--- config.mk ---
export PLATFORM = sky130hd
export DESIGN_NAME = uart_rx
export DESIGN_NICKNAME = d
export VERILOG_FILES = /design/src/rtl/uart_pkg.sv /design/src/rtl/sync2.sv /design/src/rtl/uart_rx.sv
export SDC_FILE = /design/constraint.sdc
export NUM_CORES = 1
export LEC_CHECK = 0
export BUFFER_PORTS_ARGS = -buffer_cell sky130_fd_sc_hd__buf_2
export CORE_ASPECT_RATIO = 0.7
export CORE_UTILIZATION = 52
export CTS_CLUSTER_DIAMETER = 120
export DETAILED_ROUTE_END_ITERATION = 6
export GPL_ROUTABILITY_DRIVEN = 0
export PLACE_DENSITY = 0.8
export SYNTH_ARGS = -nofsm -noshare
export SYNTH_HDL_FRONTEND = slang
export SYNTH_SLANG_ARGS = --single-unit
--- constraint.sdc ---
create_clock -name clk -period 2.05 [get_ports clk]
set_input_delay 0.205 -clock clk [delete_from_list [all_inputs] [get_ports clk]]
set_output_delay 0.205 -clock clk [all_outputs]
set_load 0.1 [all_outputs]
--- src/rtl/uart_pkg.sv ---
// Shared definitions for the UART receive path: state encoding and clocking constants.
package uart_pkg;

  // System clock feeding the host command path
  localparam int CLK_HZ = 12_000_000;

  // 12 MHz / 115200 baud
  localparam int DEFAULT_CLKS_PER_BIT = 104;

  // Receiver frame-tracking states
  typedef enum logic [2:0] {
    ST_IDLE  = 3'd0,
    ST_START = 3'd1,
    ST_DATA  = 3'd2,
    ST_STOP  = 3'd3,
    ST_BREAK = 3'd4
  } uart_state_e;

endpackage

--- src/rtl/sync2.sv ---
// Two-flop synchronizer for asynchronous inputs; resets to 1 so an idle-high line
// does not look like a falling edge when reset releases.
module sync2 (
  input  logic clk,
  input  logic rst_n,
  input  logic d_i,
  output logic q_o
);

  logic meta_q;

  // Double-register the async input to settle metastability
  always_ff @(posedge clk or negedge rst_n) begin
    if (!rst_n) begin
      meta_q <= 1'b1;
      q_o    <= 1'b1;
    end else begin
      meta_q <= d_i;
      q_o    <= meta_q;
    end
  end

endmodule

--- src/rtl/uart_rx.sv ---
// Oversampling 8N1 UART receiver, LSB first. Presents each good byte with a one-cycle
// valid pulse and flags a zero stop bit with a one-cycle frame_err pulse.
module uart_rx
  import uart_pkg::*;
#(
  parameter int CLKS_PER_BIT = DEFAULT_CLKS_PER_BIT
) (
  input  logic       clk,
  input  logic       rst_n,
  input  logic       rx,
  output logic [7:0] data,
  output logic       valid,
  output logic       frame_err,
  output logic       busy
);

  localparam int HALF = CLKS_PER_BIT / 2;
  localparam int CW   = $clog2(CLKS_PER_BIT);
  localparam logic [CW-1:0] CNT_HALF_LAST = CW'(HALF - 1);
  localparam logic [CW-1:0] CNT_BIT_LAST  = CW'(CLKS_PER_BIT - 1);

  logic          rxSync;
  uart_state_e   state_q, state_d;
  logic [CW-1:0] cnt_q, cnt_d;
  logic [2:0]    bitIdx_q, bitIdx_d;
  logic [7:0]    shiftReg_q, shiftReg_d;
  logic [7:0]    data_q, data_d;
  logic          valid_q, valid_d;
  logic          frameErr_q, frameErr_d;

  sync2 u_sync2 (
    .clk   (clk),
    .rst_n (rst_n),
    .d_i   (rx),
    .q_o   (rxSync)
  );

  // State and datapath registers; reset discards any partial frame
  always_ff @(posedge clk or negedge rst_n) begin
    if (!rst_n) begin
      state_q    <= ST_IDLE;
      cnt_q      <= '0;
      bitIdx_q   <= '0;
      shiftReg_q <= '0;
      data_q     <= '0;
      valid_q    <= 1'b0;
      frameErr_q <= 1'b0;
    end else begin
      state_q    <= state_d;
      cnt_q      <= cnt_d;
      bitIdx_q   <= bitIdx_d;
      shiftReg_q <= shiftReg_d;
      data_q     <= data_d;
      valid_q    <= valid_d;
      frameErr_q <= frameErr_d;
    end
  end

  // Next-state: time each bit from the start edge and sample at mid-bit
  always_comb begin
    state_d    = state_q;
    cnt_d      = cnt_q;
    bitIdx_d   = bitIdx_q;
    shiftReg_d = shiftReg_q;
    data_d     = data_q;
    valid_d    = 1'b0;
    frameErr_d = 1'b0;
    case (state_q)
      ST_IDLE: begin
        if (!rxSync) begin
          state_d = ST_START;
          cnt_d   = '0;
        end
      end
      ST_START: begin
        if (cnt_q == CNT_HALF_LAST) begin
          cnt_d    = '0;
          bitIdx_d = '0;
          state_d  = rxSync ? ST_IDLE : ST_DATA;
        end else begin
          cnt_d = cnt_q + 1'b1;
        end
      end
      ST_DATA: begin
        if (cnt_q == CNT_BIT_LAST) begin
          cnt_d                = '0;
          shiftReg_d[bitIdx_q] = rxSync;
          if (bitIdx_q == 3'd7) begin
            state_d = ST_STOP;
          end else begin
            bitIdx_d = bitIdx_q + 1'b1;
          end
        end else begin
          cnt_d = cnt_q + 1'b1;
        end
      end
      ST_STOP: begin
        if (cnt_q == CNT_BIT_LAST) begin
          cnt_d = '0;
          if (rxSync) begin
            data_d  = shiftReg_q;
            valid_d = 1'b1;
            state_d = ST_IDLE;
          end else begin
            frameErr_d = 1'b1;
            state_d    = ST_BREAK;
          end
        end else begin
          cnt_d = cnt_q + 1'b1;
        end
      end
      ST_BREAK: begin
        if (rxSync) begin
          state_d = ST_IDLE;
        end
      end
      default: begin
        state_d = ST_IDLE;
      end
    endcase
  end

  // Outputs: pulses and data come straight from registers, busy from the state
  always_comb begin
    data      = data_q;
    valid     = valid_q;
    frame_err = frameErr_q;
    busy      = (state_q != ST_IDLE);
  end

endmodule

==> results of run 1 <==
-- final cells by class --
cell class | count | share of cell area, %
Timing Repair Buffer | 25 | 8.24
Inverter | 4 | 0.785
Multi-Input combinational cell | 105 | 40.6
Sequential cell | 33 | 43.3
Tap cell | 36 | 2.35
Clock buffer | 8 | 4.71
-- per-layer routing --
layer / GRT usage (%) / vias up
met5: 0 / -
met4: 5.10 / 0
met3: 6.78 / 0
met2: 34.1 / 49
met1: 38.7 / 600
li1: - / 590
-- placed cells by master (no fill, tap or decap), drive strengths merged, types with 3 or more instances in the layout --
master,count
dfrtp,31
nand4,3
o211ai,7
buf,24
nor2,13
mux2,16
nor3,4
nor3b,3
a21oi,6
inv,4
o21ai,6
clkbuf,8
nand3,7
ha,3
nand2,15
-- cell families (layout without fill, tap and decap cells) --
kind of cell | after synthesis | after routing | share of synthesized area, %
adders and majority gates | 3 | 3 | 2.30
AOI/OAI and AO/OA | 28 | 28 | 12.1
and+or+nand+nor | 56 | 56 | 19.9
buffers and inverters | 10 | 37 | 2.45
muxes | 18 | 18 | 12.5
DFF | 33 | 33 | 50.7
-- how the worst max path moves through the flow --
stage	cells past startpoint	slack, ns	start	end
6_report	6	0.08	cnt_q[0]	bitIdx_q[1]
5_1_grt	6	0.03	cnt_q[0]	bitIdx_q[1]
4_1_cts	5	0.03	cnt_q[0]	bitIdx_q[0]
3_5_place_dp	5	0.03	cnt_q[0]	bitIdx_q[0]
3_3_place_gp	5	0.10	cnt_q[0]	bitIdx_q[0]
2_1_floorplan	5	0.12	cnt_q[0]	bitIdx_q[0]
-- flip-flops by register name (all words and copies together) (netlist names) --
name and flops:
u_sync2.q_o 1, state_q 3, frame_err 1, cnt_q 7
bitIdx_q 3, shiftReg_q 8, valid 1, data 8
u_sync2.meta_q 1
-- per-stage QoR --
| stage | instance area (sq um) | setup slack [ns] |
|---|---|---|
| after floorplan | 1630 | 0.121 |
| after global placement | 1790 | 0.102 |
| after detailed placement | 1790 | 0.0315 |
| after CTS | 1890 | 0.0279 |
| after global routing | 1910 | 0.0255 |
| final | 1910 | 0.0811 |
-- power groups by stage --
| stage | Sequential, W | Clock (W) | Combinational [W] |
|---|---|---|---|
| final | 0.000656 | 0.000496 | 0.0000225 |
| after global routing | 0.000655 | 0.000541 | 0.0000264 |
| after CTS | 0.000656 | 0.000505 | 0.0000235 |
| after detailed placement | 0.000668 | 0 | 0.0000220 |
| after global placement | 0.000668 | 0 | 0.0000214 |
| after floorplan | 0.000668 | 0 | 0.00000391 |
-- what timing repair did --
action,CTS,global route
buffers inserted,0,1
endpoints found under the hold margin,1,0
gates resized for setup,0,2
hold buffers,1,0
endpoints found under the setup margin,0,3
==> impl_metrics.json, run 1 <==
{
  "numCtsBuffers": 5,
  "multi_input_comb_area_sq_um": 777,
  "p_sw_share_pct": 20.5,
  "synth_top_area_share_pct": 47.5,
  "fillers": 225,
  "rows": 16,
  "cts-htree-levels": 2,
  "switching_power_w": 0.000241,
  "synth_cell_types": 36,
  "fin_skew_ns": 0.00598,
  "cts_tree": "yes",
  "yosys_warnings": 0,
  "antennaDiodeCount": 0,
  "routed_wl_mm": 3.53,
  "powerDensity_nw_per_um2": 614,
  "leakagePower_nw": 0.902,
  "hold_end": "u_sync2.meta_q",
  "synth_commonest_cells": "31 x dfrtp_1, 15 x mux2_2, 15 x nand2_1, 13 x nor2_1",
  "drc_errors": 0,
  "rsz0062_at_grt": "false",
  "clock_latency_ns": 0.28,
  "dr_total_vias": 1239,
  "syn-num-nets": 154,
  "slowest_stage": "or4b_4",
  "drive_gt1_share_pct": 32.0,
  "finalSetupViolCount": 0,
  "status": "complete, no violations",
  "route.met3.wl_um": 245,
  "drt_iter0_drc": 98,
  "timing.fmax_mhz": 508,
  "synth_most_common_cell": "dfrtp_1",
  "vdd_drop_max_mv": 0.402,
  "hold_path_class": "in -> reg",
  "via_per_inst": 5.87,
  "reg2reg_setup_slack_ns": 0.08,
  "slowest_delay_ns": 0.52,
  "grt_max_degree": 34,
  "grt_pass1_vias": 1210,
  "cts.path.max_buffers": 2,
  "grt_overflow_total": 0,
  "ys_seq_area_share_pct": 50.7,
  "portBuffers": 13,
  "final_cell_count_no_fill": 211,
  "dp_hpwl_mm": 2.46,
  "grt_usage_pct": 24.8,
  "intPower_w": 0.000933,
  "combPwrFrac_pct": 1.9,
  "endpoint_kind": "flop",
  "cts_sinks": 33,
  "worstMarginPinSlew_ns": 0.707,
  "criticalPathCategory": "reg -> reg",
  "syn_inst": 148,
  "synth_async_sr_flop_share_pct": 100,
  "clk_transition_reported_paths_ns": 0.06,
  "p_total_w": 0.00117,
  "hold_viol": 0,
  "cts-root-buf": "clkbuf_8",
  "synth-seq-cells": 33,
  "drv_slew": 0,
  "grt_antenna_before_repair": 0,
  "dieWidth_um": 69.0,
  "holdWs_ns": 0.0247,
  "route.met2.wl_mm": 1.64,
  "netlist_top_cells_area": "dfrtp_1 48%, mux2_2 10%, nand2_1 3.4%",
  "core-area_sq_um": 2880,
  "start_util_pct": 56.6,
  "worst_setup_path_start_kind": "flop",
  "r2r_start": "cnt_q[0]",
  "finalCritPeriodShare_pct": 96.0,
  "crit_arrival_ns": 2.16,
  "die_h_um": 48.9,
  "ant_nets": 0,
  "ys.flop_type": "dfrtp_1",
  "grt_first_pass_wirelength_mm": 5.98,
  "nets": 180,
  "synth_top_area_cell": "dfrtp_1",
  "worstHoldPathCells": 1,
  "highest_layer": "met3",
  "synth_area_sq_um": 1630,
  "syn_avg_cell_area_sq_um": 11.0,
  "synth_enable_flop_cells": 0,
  "fin_util_pct": 66.4,
  "setup_tns_ns": 0,
  "dieArea_sq_um": 3370,
  "rr_endpoint": "bitIdx_q[1]",
  "io_pins": 14,
  "power_frac_seq_pct": 55.8,
  "wl_met1_mm": 1.64,
  "crit_required_ns": 2.24,
  "worstPathBufferInverterCount": 1,
  "crit_family": "simple AND/OR/NAND/NOR gates",
  "period_needed_ns": 1.97,
  "cap_violations": 0,
  "crit_fanout": 6,
  "crit_chain": "ha_4 -> nor4b_4 -> or4b_4 -> a21oi_4 -> buf_4 -> mux2i_1",
  "wl_per_cell_um": 16.7,
  "maxSlewHeadroom_pct": 52.9,
  "min_from": "rx",
  "reg2reg_depth": 6,
  "drt_first_pass_iters": 4,
  "register_area_sq_um": 828,
  "clock_power_share_pct": 42.2,
  "dpl.cell_count": 201,
  "area_growth_pct": 17.2
}
No activity file was read; power rests on OpenSTA's default activity.
==> inputs of run 2 (changes only) <==
Settings changed: CELL_PAD_IN_SITES_DETAIL_PLACEMENT set to 1, CELL_PAD_IN_SITES_GLOBAL_PLACEMENT set to 1, CORE_UTILIZATION 52 to 42, CTS_CLUSTER_SIZE set to 10.
==> run 2 against run 1 <==
The run now ends with negative hold slack left. Hold slack got worse by 0.050 ns. Critical endpoint is now shiftReg_q[4]. Total power rose by 12%. Wire length rose by 20%. Fmax fell by 0.11%. Flip-flop and latch count did not move. Largest cell class unchanged. Sequential power barely moved.
==> impl_metrics.json, run 2 (synthesis gave the netlist of run 1 again) <==
{
  "drive_gt1_share_pct": 32.8,
  "drt_iter0_drc": 47,
  "antennaDiodeCount": 0,
  "powerDensity_nw_per_um2": 674,
  "criticalPathCategory": "reg -> reg",
  "cts_tree": "yes",
  "routed_wl_mm": 4.23,
  "grt_first_pass_wirelength_mm": 6.70,
  "most-common-layout-cells": "31 x dfrtp_1, 15 x nand2_1, 15 x mux2_2",
  "drc_errors": 0,
  "post_cts_resize_count": 0,
  "timing.fmax_mhz": 507,
  "crit_fanout": 5,
  "violations": "negative hold slack",
  "cts-htree-levels": 2,
  "dpl.cell_count": 217,
  "worst_setup_path_start_kind": "flop",
  "rsz0062_at_grt": "true",
  "r2r_start": "cnt_q[0]",
  "finalSetupViolCount": 0,
  "setup_tns_ns": 0,
  "met1_usage_pct": 27.6,
  "clock_latency_ns": 0.29,
  "ant_nets": 0,
  "p_total_w": 0.00132,
  "busiest_layer": "met2",
  "maxSlewHeadroom_pct": 50.3,
  "wl_per_cell_um": 18.6,
  "reg2reg_setup_slack_ns": 0.08,
  "slowest_delay_ns": 0.39,
  "grt_antenna_before_repair": 0,
  "worstMarginPinSlew_ns": 0.746,
  "fin_util_pct": 54.0,
  "period_needed_ns": 1.97,
  "final_cell_count_no_fill": 227,
  "cts-root-buf": "clkbuf_8",
  "crit_arrival_ns": 2.15,
  "grt_usage_pct": 22.5,
  "cts_sinks": 33,
  "holdWs_ns": -0.0248,
  "dr_total_vias": 1303,
  "crit_start": "cnt_q[0]",
  "grt_max_degree": 34,
  "via_per_inst": 5.74,
  "endpoint_kind": "flop",
  "slowest_stage": "dfrtp_1",
  "start_util_pct": 45.0,
  "nets": 182,
  "rows": 18,
  "dieArea_sq_um": 4140,
  "leakagePower_nw": 0.929,
  "numCtsBuffers": 5,
  "crit_chain": "ha_1 -> buf_4 -> and2_1 -> nand4_1 -> nor3_1 -> mux2_2",
  "fin_skew_ns": 0.00435,
  "portBuffers": 13,
  "area_growth_pct": 20.0,
  "dieWidth_um": 76.5,
  "hold_path_class": "in -> async",
  "drt_first_pass_iters": 4,
  "final_common_cell": "dfrtp_1",
  "drv_slew": 0,
  "core-area_sq_um": 3630,
  "clk_transition_reported_paths_ns": 0.07,
  "grt_use_met2_pct": 39.0,
  "vdd_drop_max_mv": 0.361,
  "crit_required_ns": 2.23,
  "dp_hpwl_mm": 3.04,
  "hold_viol": 31,
  "die_h_um": 54.2,
  "grt_pass1_vias": 1357,
  "cts.path.max_buffers": 2,
  "grt_overflow_total": 0,
  "use_met3_pct": 5.59,
  "status": "finished with violations",
  "cap_violations": 0,
  "finalCritPeriodShare_pct": 96.2,
  "io_pins": 14
}
[run 2: changes by cell type in the layout (fill, tap and decap cells not counted), sizes merged]
cell    before  now
buf         24   26
bufinv       0    1
clkbuf       8    7
[run 2: final timing paths]
path / cells past startpoint / endpoint
max: 6 / shiftReg_q[4]
min: 1 / cnt_q[0]
max reg2reg: 6 / shiftReg_q[4]
min reg2reg: 0 / u_sync2.q_o
max in group asynchronous: 1 / data[6]
min in group clk: 0 / u_sync2.q_o
[run 2: where the power goes]
group | leakage (nW) | internal [W] | switching (W)
combinational | 0.431 | 0.00000504 | 0.0000183
sequential | 0.439 | 0.000655 | 0.00000124
clock | 0.0585 | 0.000396 | 0.000245
[run 2: final cells by class]
type	count	area, sq um
Inverter	4	15.0
Timing Repair Buffer	27	173
Clock inverter	1	30.0
Multi-Input combinational cell	105	764
Clock buffer	7	86.3
Fill cell	404	1670
Tap cell	50	62.6
Sequential cell	33	828
[run 2: metal layers]
| layer | wire length, um | vias to the layer above | part of all wire (%) |
|---|---|---|---|
| li1 | - | 592 | - |
| met1 | 1980 | 681 | 47 |
| met2 | 2050 | 22 | 48 |
| met3 | 140 | 8 | 3.3 |
| met4 | 60 | 0 | 1.4 |
| met5 | 0 | - | 0 |
[run 2: per-stage QoR]
stage	cell area (sq um)	worst slack, ns
2_1_floorplan	1630	0.121
3_3_place_gp	1830	0.138
3_5_place_dp	1830	0.0833
4_1_cts	1950	0.0624
5_1_grt	1960	-0.00805
6_report	1960	0.0789
[run 2: repair_timing]
item,4_1_cts,5_1_grt
endpoints found under the setup margin,0,4
hold buffers,1,0
endpoints found under the hold margin,1,0
buffers inserted,0,1
[run 2: critical path: cells and delay by family, from the launching register on]
kind | cells | cell delay [ns]
muxes | 1 | 0.37
adders and majority gates | 1 | 0.19
DFF | 1 | 0.39
and+or+nand+nor | 3 | 0.78
buffers and inverters | 1 | 0.13
